<file path="src/rtl/fetch_pkg.sv">
// Shared types for the instruction fetch queue.
// State encoding, queue entry layout and default depth.
package fetch_pkg;

    localparam int DEPTH_DEF = 4;

    typedef enum logic [1:0] {
        ST_FETCH     = 2'd0,
        ST_WAIT_FULL = 2'd1,
        ST_DISCARD   = 2'd2,
        ST_HALTED    = 2'd3
    } fetch_state_e;

    typedef struct packed {
        logic [31:0] inst;
        logic [31:0] pc;
    } fetch_entry_t;

endpackage

</file>
<file path="src/rtl/fetch_fifo.sv">
// Circular buffer of fetched {inst, pc} entries.
// Clear wins over push and pop; head reads as zero when empty.
module fetch_fifo
    import fetch_pkg::*;
#(
    parameter int DEPTH = DEPTH_DEF
) (
    input  logic                     clock,
    input  logic                     reset,
    input  logic                     push,
    input  logic                     pop,
    input  logic                     clear,
    input  fetch_entry_t             wdata,
    output fetch_entry_t             head,
    output logic [$clog2(DEPTH):0]   count
);

    localparam int AW = $clog2(DEPTH);
    localparam int CW = AW + 1;
    localparam logic [CW-1:0] FULL = CW'(DEPTH);

    fetch_entry_t    mem_q [DEPTH];
    fetch_entry_t    mem_d [DEPTH];
    logic [AW-1:0]   wptr_q, wptr_d;
    logic [AW-1:0]   rptr_q, rptr_d;
    logic [CW-1:0]   count_q, count_d;
    logic            push_ok, pop_ok;

    assign pop_ok  = pop & (count_q != '0);
    assign push_ok = push & ((count_q != FULL) | pop_ok);

    always_comb begin
        mem_d   = mem_q;
        wptr_d  = wptr_q;
        rptr_d  = rptr_q;
        count_d = count_q;
        if (clear) begin
            wptr_d  = '0;
            rptr_d  = '0;
            count_d = '0;
        end else begin
            if (push_ok) begin
                mem_d[wptr_q] = wdata;
                wptr_d        = wptr_q + AW'(1);
            end
            if (pop_ok) begin
                rptr_d = rptr_q + AW'(1);
            end
            case ({push_ok, pop_ok})
                2'b10:   count_d = count_q + CW'(1);
                2'b01:   count_d = count_q - CW'(1);
                default: count_d = count_q;
            endcase
        end
    end

    always_ff @(posedge clock) begin
        if (reset) begin
            wptr_q  <= '0;
            rptr_q  <= '0;
            count_q <= '0;
            for (int i = 0; i < DEPTH; i++) begin
                mem_q[i] <= '0;
            end
        end else begin
            wptr_q  <= wptr_d;
            rptr_q  <= rptr_d;
            count_q <= count_d;
            mem_q   <= mem_d;
        end
    end

    assign head  = (count_q != '0) ? mem_q[rptr_q] : '0;
    assign count = count_q;

endmodule

</file>
<file path="src/rtl/fetch_queue.sv">
// Instruction fetch front end: one outstanding memory request,
// fetched words buffered in order for the decoder.
module fetch_queue
    import fetch_pkg::*;
#(
    parameter int DEPTH = DEPTH_DEF
) (
    input  logic        clock,
    input  logic        reset,
    output logic        mem_req,
    output logic [29:0] mem_addr,
    input  logic        mem_ack,
    input  logic [31:0] mem_data,
    output logic        inst_valid,
    input  logic        inst_ready,
    output logic [31:0] inst,
    output logic [31:0] inst_pc,
    input  logic        flush,
    input  logic [31:0] flush_pc,
    input  logic        halt
);

    localparam int CW = $clog2(DEPTH) + 1;
    localparam logic [CW-1:0] FULL = CW'(DEPTH);

    fetch_state_e  state_q, state_d;
    logic [31:0]   fetch_pc_q, fetch_pc_d;
    logic [29:0]   disc_addr_q, disc_addr_d;
    logic          armed_q, armed_d;
    logic          req_active, ack_ok;
    logic          push, pop, not_empty;
    logic [CW-1:0] count, post_cnt;
    fetch_entry_t  head, wdata;

    assign req_active = (state_q == ST_FETCH) | (state_q == ST_DISCARD);
    // No request is outstanding until one full cycle after reset.
    assign ack_ok     = mem_ack & req_active & armed_q & ~reset;
    assign not_empty  = (count != '0);
    assign pop        = not_empty & inst_ready & ~reset & ~flush;
    assign push       = ack_ok & (state_q == ST_FETCH) & ~flush;
    assign wdata      = '{inst: mem_data, pc: fetch_pc_q};

    fetch_fifo #(
        .DEPTH (DEPTH)
    ) u_fifo (
        .clock (clock),
        .reset (reset),
        .push  (push),
        .pop   (pop),
        .clear (flush),
        .wdata (wdata),
        .head  (head),
        .count (count)
    );

    always_comb begin
        post_cnt = count;
        if (push & ~pop) post_cnt = count + CW'(1);
        if (pop & ~push) post_cnt = count - CW'(1);
    end

    always_ff @(posedge clock) begin
        if (reset) state_q <= ST_FETCH;
        else       state_q <= state_d;
    end

    always_comb begin
        state_d = state_q;
        if (flush) begin
            if (req_active & ~ack_ok) state_d = ST_DISCARD;
            else if (halt)            state_d = ST_HALTED;
            else                      state_d = ST_FETCH;
        end else begin
            unique case (state_q)
                ST_FETCH: begin
                    if (ack_ok) begin
                        if (halt)                  state_d = ST_HALTED;
                        else if (post_cnt == FULL) state_d = ST_WAIT_FULL;
                    end
                end
                ST_WAIT_FULL: begin
                    if (halt)                  state_d = ST_HALTED;
                    else if (post_cnt != FULL) state_d = ST_FETCH;
                end
                ST_DISCARD: begin
                    if (ack_ok) state_d = halt ? ST_HALTED : ST_FETCH;
                end
                ST_HALTED: begin
                    if (~halt & (post_cnt != FULL)) state_d = ST_FETCH;
                end
            endcase
        end
    end

    always_comb begin
        fetch_pc_d  = fetch_pc_q;
        disc_addr_d = disc_addr_q;
        armed_d     = 1'b1;
        if (flush) begin
            fetch_pc_d = flush_pc & ~32'd3;
            // Keep presenting the abandoned address until memory answers it.
            if (state_q == ST_FETCH) disc_addr_d = fetch_pc_q[31:2];
        end else if (push) begin
            fetch_pc_d = fetch_pc_q + 32'd4;
        end
    end

    always_ff @(posedge clock) begin
        if (reset) begin
            fetch_pc_q  <= '0;
            disc_addr_q <= '0;
            armed_q     <= 1'b0;
        end else begin
            fetch_pc_q  <= fetch_pc_d;
            disc_addr_q <= disc_addr_d;
            armed_q     <= armed_d;
        end
    end

    always_comb begin
        mem_req    = req_active & ~reset;
        mem_addr   = '0;
        inst_valid = 1'b0;
        inst       = '0;
        inst_pc    = '0;
        if (~reset) begin
            mem_addr   = (state_q == ST_DISCARD) ? disc_addr_q
                                                 : fetch_pc_q[31:2];
            inst_valid = not_empty;
            inst       = head.inst;
            inst_pc    = head.pc;
        end
    end

endmodule

</file>
<file path="config.mk">
export PLATFORM = sky130hd
export DESIGN_NAME = fetch_queue
export DESIGN_NICKNAME = d
export VERILOG_FILES = /design/src/rtl/fetch_pkg.sv /design/src/rtl/fetch_fifo.sv /design/src/rtl/fetch_queue.sv
export SDC_FILE = /design/constraint.sdc
export NUM_CORES = 1
export LEC_CHECK = 0
export CAP_MARGIN = 25
export CORE_MARGIN = 3
export CORE_UTILIZATION = 49
export DETAILED_ROUTE_END_ITERATION = 10
export PLACE_DENSITY = 0.69
export SLEW_MARGIN = 20
export SYNTH_ARGS = -nofsm -noshare
export SYNTH_HDL_FRONTEND = slang
export SYNTH_SLANG_ARGS = --single-unit
</file>
<file path="constraint.sdc">
create_clock -name clock -period 6.38 [get_ports clock]
set_input_delay 0.957 -clock clock [delete_from_list [all_inputs] [get_ports clock]]
set_output_delay 0.957 -clock clock [all_outputs]
set_load 0.02 [all_outputs]
</file>
==> metrics.md, run 1 <==
| Metric | Value |
|---|---|
| Growth of design area from synthesis to finish | `19.2%` |
| Biggest cell delay along the critical path | `1030 ps` |
| Clk_skew | `9.47 ps` |
| IO buf count | `161` |
| # rows | `62` |
| CTS Root Cell | `clkbuf_16` |
| CTS Sinks | `318` |
| Tcrit/Tclk final | `74.6%` |
| Hold Path Depth | `2` |
| Hold Violations, Final | `0` |
| Clock Latency Late Sink | `510 ps` |
| Synth top area cells | `dfxtp_1, nand2_1, a21oi_1` |
| Slew Limit Fails | `0` |
| Syn Area/Cell | `8.16 um2` |
| Reg2reg path depth | `10` |
| CP Class | `in -> out` |
| Critical path required time | `5420 ps` |
| Initial antenna violation count | `0` |
| Post-CTS Setup Inserts | `0` |
| Post-synthesis sequential area ratio | `44.1%` |
| Fin nets | `1,896` |
| First-pass iteration count of the detailed router | `7` |
| Total GRT Usage | `24.5%` |
| P per Cell Area | `260 nW/um2` |
| DR WL/cell | `17.7 um` |
| Ports | `166` |
| CTS Buffer Depth | `3` |
| Max frequency | `0.210 GHz` |
| Vias in the first global route | `12,200` |
| RSZ-0062 raised after global routing | `false` |
| Distinct cell type count after synthesis | `52` |
| Post_cts resized | `0` |
| Post-synth EDFFs | `0` |
| R2R Path End | `u_fifo.mem_q[208]` |
| Reg clk slew, reported paths | `60 ps` |
| Total negative slack | `0 ps` |
| Leakage | `5.86 nW` |
| Final Instance Area | `17,200 um2` |
| Area of placed instances | `16,000 um2` |
| Initial core utilization | `50.0%` |
| Fin crit period | `4760 ps` |
| H-tree depth | `2` |
| Chip Height | `178 um` |
| Synth top area share | `44.1%` |
| Share of cells above drive strength 1 | `8.71%` |
| Slew Limit Headroom | `29.6%` |
| Die width | `178 um` |
| Largest net degree at the start of global routing | `139` |
| Flop-to-flop setup slack | `2640 ps` |
| Async S/R FF share, synth | `0%` |
| Overflow after GRT | `0` |
| Worst-margin pin slew | `1050 ps` |
| Mapped cell area | `14,400 um2` |
| Initial DRC count | `911` |
| Syn Inst Count | `1,769` |
| CP Cell Sequence | `buf_8 -> clkinv_2 -> and3_1 -> clkdlybuf4s50_1` |
| Setup crit start kind | `primary input` |
| Nature of the critical path endpoint | `output port` |
| Final HPWL DP | `23.0 mm` |
| Peak supply drop | `0.000160 V` |
| YS warnings | `0` |
| Max-cap violations | `0` |
| Endpoints failing setup | `0` |
| Yosys reg bits | `318` |
| Residual DRC | `0` |
| Layout Utilization | `59.6%` |
| Worst Path Arrival | `3800 ps` |
| Hold EP | `u_fifo.mem_q[116]` |
| First-pass GRT wire length | `62.7 mm` |
| Worst hold path startpoint | `u_fifo.mem_q[116]` |
| CP delay by family, top | `buffers and inverters` |
| Number of cells on the critical path | `4` |
| Most frequent cells in the layout | `nand2_1, dfxtp_1, a21oi_1` |
| Vias/cell | `5.59` |
| CTS Hold Buffers Added | `0` |
| Worst-path fanout max | `138` |
| Total Power | `4.47 mW` |
| Buf/Inv on CP | `3` |
| Die ar. | `31,600 um2` |
| Via count | `12,400` |
| Detailed-route wire length | `39.4 mm` |
| CTS tree | `built` |
| Filler Cell Count | `2,581` |
| Area of the core | `28,900 um2` |
| RePlAce Congestion | `0.831` |
| Outcome | `completed` |
| ANT cells | `0` |
| Post-route ant nets | `0` |
| Cell taking the most area after synthesis | `dfxtp_1` |
| CTS Buf Count | `34` |
| Critical path's slowest cell | `clkinv_2` |
| Worst hold path type | `reg -> reg` |
| Commonest non-fill, non-tap cell in the layout | `nand2_1` |
| RR Startpoint | `state_q[1]` |
| Synth Flop Type | `dfxtp_1` |
-- registers in the layout, indices dropped and copies added, names as in the netlist --
register,count
u_fifo.count,3
u_fifo.wptr_q,2
fetch_pc_q,30
state_q,2
u_fifo.mem_q,248
armed_q,1
disc_addr_q,30
u_fifo.rptr_q,2
-- cell families (layout without fill, tap and decap cells) --
kind of cell / after synthesis / count (layout) / share of synthesized area [%]
adder cells (fa/ha/maj): 14 / 14 / 1.21
XOR/XNOR: 28 / 28 / 1.70
other: 1 / 2 / 0.0260
AO/OA/AOI/OAI: 332 / 332 / 12.1
buffers and inverters: 189 / 256 / 5.55
flip-flops: 318 / 318 / 44.1
AND/OR/NAND/NOR: 789 / 789 / 23.1
multiplexers: 98 / 98 / 12.2
-- routing by layer --
metal  up-vias  GRT usage, %  wire, um
li1       6000             -         -
met1      6024          31.5     16600
met2       345          43.0     19900
met3        54          3.10      2090
met4         0          7.49       780
met5         -             0         0
-- where the power goes --
part / total (mW) / switching [mW] / internal, mW
registers: 2.07 / 0.0489 / 2.02
logic: 0.356 / 0.208 / 0.148
clock network: 2.04 / 0.799 / 1.25
-- cell type report --
type / count / area, um2 / share of cell area, %
Inverter: 15 / 57.6 / 0.335
Clock buffer: 55 / 1120 / 6.53
Tap cell: 384 / 480 / 2.79
Sequential cell: 318 / 6370 / 37.0
Timing Repair Buffer: 180 / 1820 / 10.6
Clock inverter: 6 / 57.6 / 0.335
Multi-Input combinational cell: 1263 / 7290 / 42.4
-- per-stage QoR --
| stage | worst slack [ps] | hold WS, ps | instances |
|---|---|---|---|
| 2_1_floorplan | 3490 | 433 | 1770 |
| 3_3_place_gp | 1630 | 438 | 2155 |
| 3_5_place_dp | 1490 | 443 | 2157 |
| 4_1_cts | 2020 | 452 | 2218 |
| 5_1_grt | 1480 | 466 | 2221 |
| 6_report | 1620 | 452 | 2221 |
-- worst max-delay path by stage --
stage	from	endpoint
detailed placement	flush	u_fifo.mem_q[208]
global route	reset	inst_pc[16]
CTS	flush	u_fifo.mem_q[208]
finish	reset	inst_pc[13]
global placement	flush	u_fifo.mem_q[212]
floorplan	u_fifo.rptr_q[1]	inst[10]
-- cell usage after synthesis (14+ instances only) --
cell type and instances:
mux2i_1 35, a21oi_1 294, clkbuf_1 115, xnor2_1 21
nand2_1 598, dfxtp_1 318, ha_1 14, inv_1 15
mux4_2 62, and3_1 69, nor2_1 68, buf_2 38
-- tightest hold or removal path: stages, from the launching register on --
cell and delay (ps):
dfxtp_1 310, nand2_1 50, a21oi_1 50
No activity file was read; power rests on OpenSTA's default activity.
==> run 2: changes to the inputs <==
- clock period: 6.38 -> 4.7 ns (I/O delays scaled with it)
==> run 2 against run 1 <==
First-iteration DRC count grew 14%; register-to-register slack lost 1000 ps; power grew 37%; flip-flop and latch count is the same; die area is the same; via count shrank 0.85%; clock skew grew 8.4 ps; utilization grew 0.23 points; combinational power grew 35%; non-clock buffer count grew 3; sequential power grew 35%.
==> metrics.md, run 2 (same netlist as run 1, synthesis figures left out) <==
| Metric | Value |
|---|---|
| Post-placement worst setup slack | `1180 ps (-308 ps)` |
| Biggest register | `u_fifo.mem_q` |
| Slew Limit Fails | `0 (unchanged)` |
| Die ar. | `31,600 um2 (unchanged)` |
| Total Power | `6.10 mW (+37%)` |
| Worst hold path type | `reg -> reg` |
| Total negative slack | `0 ps (unchanged)` |
| Via count | `12,300 (-0.85%)` |
| Peak supply drop | `0.000197 V (+23%)` |
| Largest net degree at the start of global routing | `113 (-19%)` |
| Initial core utilization | `50.0% (unchanged)` |
| Commonest non-fill, non-tap cell in the layout | `nand2_1` |
| Combinational share of power | `7.9% (about the same)` |
| Worst-margin pin slew | `994 ps (-58.8 ps)` |
| Hold Violations, Final | `0 (unchanged)` |
| Vias in the first global route | `12,100 (-1.2%)` |
| Int Power | `4.67 mW (+37%)` |
| RePlAce Congestion | `0.777 (-6.5%)` |
| First-pass iteration count of the detailed router | `5 (-2)` |
| Ports | `166 (unchanged)` |
| CTS Buf Count | `34 (unchanged)` |
| DR WL/cell | `17.5 um (-1.0%)` |
| Fin crit period | `3690 ps` |
| Vias/cell | `5.54 (-1.0%)` |
| P_sw | `1.43 mW (+35%)` |
| Switching part of the total power | `23.4% (-0.21 points)` |
| Max-cap violations | `0 (unchanged)` |
| # rows | `62 (unchanged)` |
| Endpoints failing setup | `0 (unchanged)` |
| CTS Buffer Depth | `3 (unchanged)` |
| Max frequency | `0.271 GHz` |
| Slew Limit Headroom | `33.8% (+4.1 points)` |
| Area of the core | `28,900 um2 (unchanged)` |
| Nature of the critical path endpoint | `output port` |
| Worst Path Arrival | `2980 ps (-820 ps)` |
| Outcome | `completed` |
| Overflow after GRT | `0 (unchanged)` |
| CP Class | `reg -> out` |
| Total GRT Usage | `24.5% (about the same)` |
| Max FFs per register | `248 (unchanged)` |
| Register share of total power | `46.0% (-0.3 points)` |
| Post_cts resized | `0 (unchanged)` |
| CTS Root Cell | `clkbuf_16` |
| Met3 usage | `3.57% (+0.47 points)` |
| P per Cell Area | `353 nW/um2 (+36%)` |
| CTS Hold Buffers Added | `0 (unchanged)` |
| GR Layer Usage met2 | `41.6% (-1.5 points)` |
| Setup crit start kind | `register` |
| Die width | `178 um (unchanged)` |
| First-pass GRT wire length | `62.7 mm (about the same)` |
| Post-route ant nets | `0 (unchanged)` |
| Tcrit/Tclk final | `78.4%` |
| Leakage | `5.89 nW (+0.53%)` |
| Residual DRC | `0 (unchanged)` |
| Share of cells above drive strength 1 | `9.02% (+0.31 points)` |
| Top flop regs | `u_fifo.mem_q x248, disc_addr_q x30, fetch_pc_q x30` |
| Clk_skew | `17.9 ps (+8.43 ps)` |
| Fin nets | `1,899 (+0.16%)` |
| Chip Height | `178 um (unchanged)` |
| Initial antenna violation count | `1 (+1)` |
| Area of placed instances | `16,100 um2 (+0.55%)` |
| Growth of design area from synthesis to finish | `19.6%` |
| Final HPWL DP | `23.1 mm (+0.46%)` |
| Post-CTS Setup Inserts | `0 (unchanged)` |
| Most frequent cells in the layout | `nand2_1, dfxtp_1, a21oi_1` |
| Reg clk slew, reported paths | `60 ps (about the same)` |
| Initial DRC count | `1,040 (+14%)` |
| Global route hottest layer | `met2` |
| Final Instance Area | `17,300 um2 (+0.39%)` |
| CTS tree | `built` |
| Power share of the clock group | `46.2% (+0.4 points)` |
| Layout Utilization | `59.8% (+0.23 points)` |
| M1 GR Usage | `32.6% (+1.1 points)` |
| CTS Sinks | `318 (unchanged)` |
| RSZ-0062 raised after global routing | `false` |
| H-tree depth | `2 (unchanged)` |
| Worst-path fanout max | `47 (-66%)` |
| Critical path required time | `3990 ps (-1430 ps)` |
| IO buf count | `161 (unchanged)` |
| Final worst slack | `1010 ps (-608 ps)` |
| Clock Latency Late Sink | `510 ps (about the same)` |
| Detailed-route wire length | `39.0 mm (-0.83%)` |
## run 2: cell types whose count changed in the layout (fill, tap and decap cells not counted), moves of 2 or more
| cell | delta |
|---|---|
| buf_12 | +3 |
| clkbuf_1 | -3 |
| buf_4 | +2 |
| clkbuf_8 | -4 |
| clkinv_2 | +3 |
| bufinv_16 | +2 |
## run 2: final cells by class
| cell class | instances | area, um2 |
|---|---|---|
| clock inverters | 13 | 145 |
| multi-input cells | 1263 | 7300 |
| repair buffers | 183 | 1860 |
| clock buffers | 48 | 1060 |
| fillers | 2597 | 11600 |
| flip-flops and latches | 318 | 6370 |
| inverters | 15 | 56.3 |
| well taps | 384 | 480 |
| diodes | 1 | 2.50 |
## run 2: path summary, 6_finish.rpt
| kind | cells past startpoint | end | from | slack, ps |
|---|---|---|---|---|
| setup reg to reg | 10 | u_fifo.mem_q[115] | state_q[0] | 1640 |
| hold reg to reg | 2 | u_fifo.mem_q[187] | u_fifo.mem_q[187] | 450 |
| setup / recovery | 4 | inst[15] | u_fifo.rptr_q[1] | 1010 |
| hold / removal | 2 | u_fifo.mem_q[187] | u_fifo.mem_q[187] | 450 |
## run 2: per-layer routing
metal,share of wire (%),vias to the layer above
met4,2.0,0
met5,0,-
met3,5.7,58
li1,-,6006
met1,43,5892
met2,49,362
## run 2: metrics by stage
step           cells  hold slack (ps)
6_report        2225              451
5_1_grt         2225              469
2_1_floorplan   1770              433
4_1_cts         2224              452
3_3_place_gp    2162              438
3_5_place_dp    2163              444
## run 2: critical path, stage by stage, from the launching register on
cell	delay, ps
dfxtp_4	1010
buf_4	370
mux4_2	350
and3_1	200
clkdlybuf4s50_1	530
## run 2: power by group through the flow
stage               clock (mW)  sequential, mW  combinational (mW)
floorplan                    0            2.81               0.328
global placement             0            2.86               0.463
detailed placement           0            2.86               0.478
CTS                       2.86            2.80               0.482
global route              2.97            2.81               0.523
finish                    2.82            2.80               0.482
